--- src/rtl/sound_source_arbiter.sv ---
// Round-robin arbiter sharing one DAC sample path among n_src producers, one grant per sample strobe.
// Define SOUND_SOURCE_ARBITER_HOLD_EN to let a winner keep the path for up to hold_samples samples.
module sound_source_arbiter #(
  parameter int clk_mhz        = 27,
  parameter int sample_rate_hz = 48000,
  parameter int n_src          = 4,
  parameter int w_sample       = 16,
  parameter int hold_samples   = 256
) (
  input  logic                        clk,
  input  logic                        rst,
  input  logic [n_src-1:0]            src_req,
  input  logic [n_src*w_sample-1:0]   src_data,
  output logic [n_src-1:0]            src_ack,
  output logic [w_sample-1:0]         sound,
  output logic [$clog2(n_src)-1:0]    grant_idx,
  output logic                        sample_stb,
  output logic                        busy
);

  localparam int PERIOD = (clk_mhz * 1_000_000) / sample_rate_hz;
  localparam int CW     = (PERIOD > 1) ? $clog2(PERIOD) : 1;
  localparam int IW     = $clog2(n_src);

  if (n_src < 2 || hold_samples < 1 || PERIOD < 1) begin : g_bad_cfg
    $error("sound_source_arbiter: invalid parameter set");
  end

  logic [CW-1:0]       r_cnt;
  logic                w_tick;
  logic [IW-1:0]       r_last;
  logic                w_found;
  logic [IW-1:0]       w_win;
  logic                w_serve;
  logic [IW-1:0]       w_serve_idx;
  logic [w_sample-1:0] w_sel;
  logic [w_sample-1:0] r_sound;
  logic [n_src-1:0]    r_ack;
  logic [IW-1:0]       r_grant;
  logic                r_stb;

  assign w_tick = (r_cnt == CW'(PERIOD - 1));

  always_ff @(posedge clk) begin
    if (rst)         r_cnt <= '0;
    else if (w_tick) r_cnt <= '0;
    else             r_cnt <= r_cnt + 1'b1;
  end

  // Search starts just after the last grant; while a burst is held, last equals the owner.
  always_comb begin : p_search
    int            j;
    logic [IW-1:0] v_idx;
    j       = 0;
    v_idx   = '0;
    w_found = 1'b0;
    w_win   = '0;
    for (int k = 1; k <= n_src; k++) begin
      j     = (int'(r_last) + k) % n_src;
      v_idx = IW'(j);
      if (!w_found && src_req[v_idx]) begin
        w_found = 1'b1;
        w_win   = v_idx;
      end
    end
  end

`ifdef SOUND_SOURCE_ARBITER_HOLD_EN
  localparam int HW = $clog2(hold_samples + 1);
  localparam logic [0:0] IDLE = 1'b0;
  localparam logic [0:0] OWN  = 1'b1;

  logic [0:0]    r_state;
  logic [HW-1:0] r_hold_cnt;
  logic          w_keep;

  assign w_keep      = (r_state == OWN) && src_req[r_last] && (r_hold_cnt < HW'(hold_samples));
  assign w_serve     = w_tick && (w_keep || w_found);
  assign w_serve_idx = w_keep ? r_last : w_win;

  always_ff @(posedge clk) begin
    if (rst) begin
      r_state    <= IDLE;
      r_hold_cnt <= '0;
    end else if (w_tick) begin
      if (w_keep) begin
        r_hold_cnt <= r_hold_cnt + 1'b1;
      end else if (w_found) begin
        r_state    <= OWN;
        r_hold_cnt <= HW'(1);
      end else begin
        r_state    <= IDLE;
        r_hold_cnt <= '0;
      end
    end
  end

  assign busy = (r_state == OWN);
`else
  assign w_serve     = w_tick && w_found;
  assign w_serve_idx = w_win;
  assign busy        = |r_ack;
`endif

  always_comb begin
    w_sel = '0;
    for (int k = 0; k < n_src; k++) begin
      if (IW'(k) == w_serve_idx) w_sel = src_data[k*w_sample +: w_sample];
    end
  end

  always_ff @(posedge clk) begin
    if (rst) begin
      r_sound <= '0;
      r_ack   <= '0;
      r_grant <= '0;
      r_stb   <= 1'b0;
      r_last  <= IW'(n_src - 1);
    end else begin
      r_stb <= w_tick;
      r_ack <= '0;
      if (w_tick) begin
        if (w_serve) begin
          r_sound <= w_sel;
          r_ack   <= {{(n_src-1){1'b0}}, 1'b1} << w_serve_idx;
          r_grant <= w_serve_idx;
          r_last  <= w_serve_idx;
        end else begin
          r_sound <= '0;
        end
      end
    end
  end

  assign src_ack    = r_ack;
  assign sound      = r_sound;
  assign grant_idx  = r_grant;
  assign sample_stb = r_stb;

endmodule
--- config.mk ---
export PLATFORM = sky130hd
export DESIGN_NAME = sound_source_arbiter
export DESIGN_NICKNAME = d
export VERILOG_FILES = /design/src/rtl/sound_source_arbiter.sv
export SDC_FILE = /design/constraint.sdc
export NUM_CORES = 1
export LEC_CHECK = 0
export CELL_PAD_IN_SITES_DETAIL_PLACEMENT = 0
export CELL_PAD_IN_SITES_GLOBAL_PLACEMENT = 1
export CORE_ASPECT_RATIO = 1.5
export CORE_MARGIN = 4
export CORE_UTILIZATION = 29
export CTS_CLUSTER_SIZE = 14
export DETAILED_ROUTE_END_ITERATION = 6
export PLACE_DENSITY = 0.91
export SYNTH_ARGS = -nofsm -noshare
export SYNTH_HDL_FRONTEND = slang
export SYNTH_SLANG_ARGS = --single-unit
--- constraint.sdc ---
create_clock -name clk -period 2.4 [get_ports clk]
set_clock_uncertainty 0.2 [all_clocks]
set_input_delay 0.24 -clock clk [delete_from_list [all_inputs] [get_ports clk]]
set_output_delay 0.24 -clock clk [all_outputs]
set_load 0.005 [all_outputs]
==> results of run 1 <==
through the flow:
stage	instance area [um^2]	hold slack, ps
5_1_grt	3080	263
6_report	3080	244
3_3_place_gp	2970	233
4_1_cts	3060	248
3_5_place_dp	2970	238
2_1_floorplan	1870	188
power groups by stage:
stage / Sequential [mW] / Clock, mW / Combinational, mW
after global routing: 0.592 / 0.476 / 0.261
after global placement: 0.604 / 0 / 0.240
final: 0.591 / 0.430 / 0.241
after CTS: 0.591 / 0.450 / 0.244
after floorplan: 0.603 / 0 / 0.0866
after detailed placement: 0.604 / 0 / 0.242
sequential cells by signal, indices dropped and copies added (netlist names):
name	cells
sound	16
src_ack	4
r_cnt	10
grant_idx	2
r_last	2
sample_stb	1
worst reg2reg max path, stage by stage (launching register included):
cell	delay [ps]
dfxtp_1	450
ha_1	180
nor3b_1	250
nand4_2	210
nor3_4	250
buf_12	190
o211ai_1	110
o31ai_1	250
worst paths after layout:
kind | start | end | slack, ps | depth (start not counted)
max | r_cnt[0] | sound[6] | 230 | 7
min | sound[13] | sound[13] | 240 | 2
max reg2reg | r_cnt[0] | sound[6] | 230 | 7
min reg2reg | sound[13] | sound[13] | 240 | 2
synth_stat cells (2+ instances only):
| library cell | instances | share of area |
|---|---|---|
| dfxtp_1 | 35 | 0.37 |
| nor2_1 | 29 | 0.058 |
| a32oi_1 | 12 | 0.056 |
| o21ai_0 | 11 | 0.029 |
| mux2i_1 | 10 | 0.053 |
| a21oi_1 | 9 | 0.024 |
| nand2_1 | 7 | 0.014 |
| o211ai_1 | 7 | 0.028 |
| o31ai_1 | 7 | 0.028 |
| xor2_1 | 7 | 0.033 |
| buf_2 | 5 | 0.013 |
| nand3_1 | 5 | 0.013 |
| nand2b_1 | 4 | 0.013 |
| o21ai_1 | 4 | 0.011 |
| o2bb2ai_1 | 4 | 0.019 |
| buf_6 | 3 | 0.018 |
| clkbuf_1 | 3 | 0.0060 |
| mux2_2 | 3 | 0.018 |
| nor2b_1 | 3 | 0.010 |
| nor3_1 | 3 | 0.0080 |
| and2_1 | 2 | 0.0067 |
| and3_1 | 2 | 0.0067 |
| ha_1 | 2 | 0.013 |
| inv_1 | 2 | 0.0040 |
| mux2_4 | 2 | 0.016 |
| nand4_1 | 2 | 0.0067 |
| nor3b_1 | 2 | 0.0080 |
area by class of cell:
class | instances | area, um^2 | area share
clock buffers | 6 | 82.6 | 0.0268
clock inverters | 1 | 5.00 | 0.00162
inverters | 2 | 7.51 | 0.00244
multi-input cells | 156 | 1090 | 0.353
flip-flops and latches | 35 | 701 | 0.227
well taps | 74 | 92.6 | 0.0301
repair buffers | 111 | 1100 | 0.358
metal layers:
metal,up-vias,GRT usage,wire length (um)
met5,-,0,0
met4,0,0.0596,135
met3,13,0.0322,450
met2,77,0.290,3210
met1,922,0.166,2240
li1,975,-,-
logic make-up after synthesis:
kind of cell,Yosys count
xor+xnor,8
simple gates,67
buf+inv,14
compound gates,64
fa+ha+maj,2
flops,35
mux,15
timing repair:
action | in CTS | in global routing
endpoints found under the hold margin | 0 | 0
buffers inserted | 0 | 3
setup endpoints to repair | 0 | 11
==> flow_summary.ini, run 1 <==
[status]
status = completed

[layout]
final_core_util = 0.495
final_nets = 383
filler_cell_count = 619
drive_above_1_share = 0.122
final_common_cell = clkdlybuf4s50_1
final_cell_mix = clkdlybuf4s50_1, dfxtp_1, nor2_1, buf_4, a32oi_1
fin_cells = 385
n_antenna_cell = 0
syn2layout_area_growth_pct = 64.4

[clock_network]
postCtsResizedCells = 0
cts_hold_buf = 0
insertion_delay_ps = 280
cts.sinks = 35
clk_pin_slew_ps = 80
cts_buffer_depth = 2
cts_root_buf = clkbuf_8
cts_tree = yes
htree_levels = 2
cts_buffers = 5

[setup_path]
criticalPathCategory = flip-flop to flip-flop
worst-path-buf-inv = 1
worstPathArrival_ps = 2160
crit_chain = ha_1, nor3b_1, nand4_2, nor3_4, buf_12, o211ai_1, o31ai_1
cp.required_ps = 2400
critPathMaxFanout = 25
cp-end-kind = flip-flop
crit_family = simple AND/OR/NAND/NOR gates
critPathMaxStageDelay_ps = 450
start_kind = flip-flop
slowest_stage = dfxtp_1

[placed_design]
gp_congestion = 0.833
place.port_buffers = 93
post-place-ws_ps = 3.26
hpwlAfterDp_um = 4770
placed_cells = 375

[power_and_ir_drop]
fin_total_pwr_mw = 1.26
power_frac_clock = 0.340
power_leakage_nw = 1.17
pwr-share-seq = 0.468
p_int_uw = 966
powerDensity_nw_per_um2 = 410
netSwitchingFraction = 0.234
power.switching_uw = 296
ir_drop_mv = 0.231
p_comb_frac = 0.191

[synthesis]
synth-edff-count = 0
muxShareOfSynthArea = 0.0874
synth_cells = 205
syn_avg_cell_area_um2 = 9.14
synth_top_family_by_area = compound AO/OA/AOI/OAI gates
synth_seq_cells = 35
syn_area_um2 = 1870
ys.flop_type = dfxtp_1
syn-num-nets = 277
yosys.area_share.simple = 0.188
ys_seq_area_frac = 0.374
synth_compound_area_frac = 0.254
synthArstFlopShare = 0
synth_xor_area_frac = 0.0374
synth-adder-area-share = 0.0134
yosys_warnings = 0
yosysUniqueCellTypes = 47

[timing]
finalHoldViolations = 0
worst_slew_pin_slew_ps = 534
fin_crit_sh = 0.902
slew_headroom = 0.642
layout_setup_ws_ps = 234
fin_setup_tns_ps = 0
min_period_ps = 2170
setup_viol = 0
finalMaxSlewViolations = 0
fmax_mhz = 462

[flow_run]
maxCapViolations = 0

[detailed_routing]
drtAntennaViolNets = 0
drcViolationCount = 0
drt-initial-drc-count = 49
drt_pass1_iterations = 4
vias = 1987
routed_wl_um = 6030
routedWlPerCell_um = 15.7
via_per_inst = 5.16

[global_routing]
grt_overflow = 0
grt.total_usage = 0.156
grt_pass1_wl_um = 9620
grt_pass1_vias = 2127
grt_max_degree = 26
antenna_found_initial = 0

[die]
die_width_um = 73.6
fp.dieH_um = 106
die_area_um2 = 7840
start_util = 0.301
std_cell_rows = 35
pin_count = 94
core-area_um2 = 6220

[worst_hold_path]
hold_class = flip-flop to flip-flop
(Power assumes the default switching activity.)
==> run 2: changes to the inputs <==
--- a/config.mk
+++ b/config.mk
@@ -5,6 +5,7 @@
 export SDC_FILE = /design/constraint.sdc
 export NUM_CORES = 1
 export LEC_CHECK = 0
+export ABC_AREA = 1
 export CELL_PAD_IN_SITES_DETAIL_PLACEMENT = 0
 export CELL_PAD_IN_SITES_GLOBAL_PLACEMENT = 1
 export CORE_ASPECT_RATIO = 1.5
@@ -12,7 +13,8 @@
 export CORE_UTILIZATION = 29
 export CTS_CLUSTER_SIZE = 14
 export DETAILED_ROUTE_END_ITERATION = 6
-export PLACE_DENSITY = 0.91
+export PLACE_DENSITY_LB_ADDON = 0.1
+export RECOVER_POWER = 50
 export SYNTH_ARGS = -nofsm -noshare
 export SYNTH_HDL_FRONTEND = slang
 export SYNTH_SLANG_ARGS = --single-unit
==> flow_summary.ini, run 2 <==
[global_routing]
grt_max_degree = 29
grt_pass1_wl_um = 11600
grt_pass1_vias = 2517
antenna_found_initial = 0
grt.total_usage = 0.154
grt_overflow = 0

[clock_network]
cts_buffer_depth = 2
cts_hold_buf = 0
insertion_delay_ps = 280
cts_buffers = 5
clk_pin_slew_ps = 60
cts_root_buf = clkbuf_16
cts.sinks = 35
cts_tree = yes
htree_levels = 2

[timing]
setup_viol = 0
fin_crit_sh = 0.903
slew_headroom = 0.757
fmax_mhz = 462
finalMaxSlewViolations = 0
fin_setup_tns_ps = 0
min_period_ps = 2170
rsz0062_at_grt = no
worst_slew_pin_slew_ps = 363
finalHoldViolations = 0

[die]
std_cell_rows = 40
die_area_um2 = 9660
die_width_um = 81.6
core-area_um2 = 7960
pin_count = 94
fp.dieH_um = 118
start_util = 0.296

[placed_design]
place.port_buffers = 93
post_dp_cell_area_um2 = 3470
gp_congestion = 0.810
hpwlAfterDp_um = 5810

[layout]
drive_above_1_share = 0.127
final_common_cell = nand2_1
final_nets = 558
fin_area_um2 = 3640
syn2layout_area_growth_pct = 54.5
final_cell_mix = nand2_1, clkdlybuf4s50_1, inv_1, nand3_1, dfxtp_1
largest_reg_flops = 16
n_antenna_cell = 0

[synthesis]
synth-edff-count = 0
syn_avg_cell_area_um2 = 6.20
synth.most_common_cell = nand2_1
synth_cells = 380
synthArstFlopShare = 0
synth_common_cells = nand2_1, inv_1, nand3_1
yosys_warnings = 0
syn_area_um2 = 2360
ys.flop_type = dfxtp_1
synthTopCellsByArea = dfxtp_1, nand2_1, inv_1, nand3_1, nor2_1
yosysTopAreaCellShare = 0.297
yosys.area.top_type = dfxtp_1
syn-num-nets = 452
yosysUniqueCellTypes = 34
synth_seq_cells = 35
ys_seq_area_frac = 0.297

[setup_path]
critPathMaxFanout = 12
worstPathArrival_ps = 2130
r2r-start = r_last[0]
critPathMaxStageDelay_ps = 300
cp-end-kind = flip-flop
start_kind = flip-flop
cp.required_ps = 2370
worst-path-buf-inv = 5
slowest_stage = dfxtp_1
crit_family = simple AND/OR/NAND/NOR gates
rrSetupSlack_ps = 230
criticalPathCategory = flip-flop to flip-flop
r2r_end = sound[4]
cpMostUsedCell = nand2_1
crit_chain = buf_4, inv_6, nand2_1, nand2_2, nand2_1, nand2_1, inv_2, nand3_1, nand3_4, buf_12, buf_4, o21ai_2, nand2_1, nand2_1, nand3_1
rr_worst_depth = 15

[worst_hold_path]
min_to = sound[6]
holdPathStages = 2
hp-start = sound[6]
hold_class = flip-flop to flip-flop

[detailed_routing]
drtAntennaViolNets = 0
drcViolationCount = 0
drt_pass1_iterations = 4
via_per_inst = 4.34
drt-initial-drc-count = 78
vias = 2570
routedWlPerCell_um = 12.2
routed_wl_um = 7240

[power_and_ir_drop]
fin_total_pwr_mw = 1.51
powerDensity_nw_per_um2 = 416
ir_drop_mv = 0.250
power_leakage_nw = 1.85

[status]
status = completed

[flow_run]
maxCapViolations = 0
## run 2: repair_timing
action                     CTS  global route
setup buffers                0             1
setup endpoints to repair    0            12
hold endpoints to repair     0             0
gates resized for setup      0             1
## run 2: per-layer routing
metal / global-route usage / share of wire
met1: 0.175 / 0.41
met2: 0.282 / 0.54
met3: 0.0221 / 0.036
met4: 0.0561 / 0.018
met5: 0 / 0
## run 2: area by class of cell
type                    count  area [um^2]
fillers                   854         4320
multi-input cells         261         1290
repair buffers            111         1100
flip-flops and latches     35          701
inverters                  72          275
well taps                 105          131
clock buffers               6          129
clock inverters             2         12.5
## run 2: kinds of logic after synthesis
| kind of cell | count (synthesis) | share of synthesized area |
|---|---|---|
| AOI/OAI and AO/OA | 29 | 0.0759 |
| xor gates and xnor gates | 1 | 0.00372 |
| DFF | 35 | 0.297 |
| and+or+nand+nor | 229 | 0.454 |
| adders and majority gates | 2 | 0.0106 |
| buffers and inverters | 84 | 0.158 |
## run 2: stage by stage
step                      worst slack, ps   util  std cells  hold slack, ps
after floorplan                       508      -        380             194
final                                 233  0.458        592             250
after global routing                 20.2  0.458        592             264
after CTS                            57.9  0.454        591             255
after detailed placement            -73.8  0.437        583             245
after global placement              -48.2  0.437        583             238
## run 2: report_power, final
group / internal (mW) / switching [mW] / leakage (nW) / total [mW]
combinational: 0.169 / 0.131 / 1.51 / 0.300
sequential: 0.585 / 0.00401 / 0.282 / 0.589
clock: 0.383 / 0.241 / 0.0669 / 0.624
## run 2: worst register-to-register path: stages, from the launching register on
cell and delay (ps):
dfxtp_1 300, buf_4 170, inv_6 110, nand2_1 70, nand2_2 100, nand2_1 60, nand2_1 90, inv_2 50
nand3_1 140, nand3_4 140, buf_12 170, buf_4 170, o21ai_2 110, nand2_1 60, nand2_1 60, nand3_1 60
## run 2: worst max-delay path by stage
stage / start / to / depth (start not counted)
3_3_place_gp: src_req[3] / sound[10] / 12
4_1_cts: r_last[0] / sound[10] / 13
6_report: r_last[0] / sound[4] / 15
3_5_place_dp: src_req[0] / sound[10] / 12
2_1_floorplan: r_last[0] / sound[14] / 15
5_1_grt: r_last[0] / sound[2] / 16
==> run 3: changes to the inputs <==
--- a/config.mk
+++ b/config.mk
@@ -15,6 +15,7 @@
 export DETAILED_ROUTE_END_ITERATION = 6
 export PLACE_DENSITY_LB_ADDON = 0.1
 export RECOVER_POWER = 50
+export SETUP_SLACK_MARGIN = 0.15
 export SYNTH_ARGS = -nofsm -noshare
 export SYNTH_HDL_FRONTEND = slang
 export SYNTH_SLANG_ARGS = --single-unit
==> flow_summary.ini, run 3 (same netlist as run 2, synthesis figures left out) <==
[clock_network]
htree_levels = 2
cts_hold_buf = 0
insertion_delay_ps = 280
cts_root_buf = clkbuf_16
clk_pin_slew_ps = 60
cts.sinks = 35
cts_buffer_depth = 2
cts_buffers = 5
cts_tree = yes

[die]
pin_count = 94
fp.dieH_um = 118
die_width_um = 81.6
core-area_um2 = 7960
std_cell_rows = 40
start_util = 0.296
die_area_um2 = 9660

[placed_design]
hpwlAfterDp_um = 5810
gp_congestion = 0.810
place.port_buffers = 93

[layout]
final_cell_mix = nand2_1, clkdlybuf4s50_1, inv_1, nand3_1, dfxtp_1
syn2layout_area_growth_pct = 56.3
final_nets = 561
n_antenna_cell = 0
drive_above_1_share = 0.147
final_common_cell = nand2_1
largest_reg_flops = 16

[setup_path]
rrSetupSlack_ps = 280
critPathMaxFanout = 10
r2r-start = r_last[0]
cp-end-kind = flip-flop
criticalPathCategory = flip-flop to flip-flop
worstPathArrival_ps = 2080
r2r_end = sound[2]
rr_worst_depth = 17
crit_path_end = sound[2]
start_kind = flip-flop
critPathLaunch = r_last[0]
cp.required_ps = 2360

[power_and_ir_drop]
power.switching_uw = 376
powerDensity_nw_per_um2 = 412
ir_drop_mv = 0.249
fin_total_pwr_mw = 1.52
p_comb_frac = 0.202
netSwitchingFraction = 0.248
p_int_mw = 1.14
power_frac_clock = 0.409
pwr-share-seq = 0.389
power_leakage_nw = 1.87

[detailed_routing]
met3_length_um = 303
drcViolationCount = 0
drt-initial-drc-count = 63
top_layer = met4
drt-met1-wl_um = 2970
drt_pass1_iterations = 4
via_per_inst = 4.36
routed_wl_um = 7370
vias = 2594
drtAntennaViolNets = 0
met2_length_um = 3960
routedWlPerCell_um = 12.4

[global_routing]
grt_pass1_vias = 2515
antenna_found_initial = 0
grt_overflow = 0
grt_max_degree = 29
grt.total_usage = 0.155
grt_pass1_wl_um = 11600

[status]
status = completed

[worst_hold_path]
hold_class = flip-flop to flip-flop
holdPathStages = 2

[timing]
finalHoldViolations = 0
min_period_ps = 2120
fmax_mhz = 473
setup_viol = 0
fin_setup_tns_ps = 0
fin_crit_sh = 0.881
worst_slew_pin_slew_ps = 367
finalMaxSlewViolations = 0
slew_headroom = 0.755
rsz0062_at_grt = yes

[flow_run]
maxCapViolations = 0
## run 3: changes by cell type in the layout (fill, tap and decap cells not counted), moves of 2 or more
cell     before  now
dfxtp_2       0    2
dfxtp_1      35   33
o21ai_1       1    3
o21ai_0      11    9
inv_2         4    6
nand2_2       9   11
nand2_1     125  123
## run 3: worst min-delay path by stage
stage,startpoint,to,slack [ps]
2_1_floorplan,src_data[58],sound[10],190
3_3_place_gp,sound[6],sound[6],240
3_5_place_dp,sound[6],sound[6],240
4_1_cts,sound[6],sound[6],250
5_1_grt,sound[6],sound[6],260
6_report,sound[6],sound[6],250
## run 3: cell type report
| type | count | area (um^2) |
|---|---|---|
| fillers | 857 | 4270 |
| multi-input cells | 261 | 1300 |
| repair buffers | 114 | 1130 |
| flip-flops and latches | 35 | 703 |
| inverters | 72 | 278 |
| well taps | 105 | 131 |
| clock buffers | 6 | 129 |
| clock inverters | 2 | 12.5 |
## run 3: power groups by stage
stage	Combinational (mW)	Clock (mW)	Sequential, mW
global placement	0.299	0	0.602
CTS	0.300	0.637	0.589
global route	0.341	0.661	0.590
detailed placement	0.298	0	0.602
finish	0.307	0.621	0.589
floorplan	0.138	0	0.601
## run 3: worst max-delay path, cell delays in order, from the launching register on
cell and delay [ps]:
dfxtp_2 330, buf_6 140, inv_8 80, nand2_1 60, nand2_2 110, nand2_1 80, nand2_2 80, nand2_1 80
nand2_1 80, nand2_2 70, nand3_4 140, nor2_4 60, buf_12 130, buf_4 130, nand2_1 50, nand2_1 40
nand2_1 70, nand3_1 60
## run 3: timing repair
action,in CTS,in global routing
gates resized for setup,1,12
hold endpoints to repair,0,0
buffers inserted,0,3
setup endpoints to repair,10,19
cloned,0,1
pin swaps,0,5
## run 3: stage by stage
stage	instances	area [um^2]	hold slack (ps)	setup slack, ps	util
3_3_place_gp	583	3470	238	-48.2	0.437
2_1_floorplan	380	2360	194	508	-
3_5_place_dp	583	3470	245	-73.8	0.437
4_1_cts	591	3620	255	217	0.455
5_1_grt	595	3680	264	112	0.463
6_report	595	3680	250	285	0.463
## run 3: metal layers
metal	track usage	vias to the layer above
li1	-	1378
met1	0.175	1154
met2	0.283	52
met3	0.0221	10
met4	0.0561	0
met5	0	-
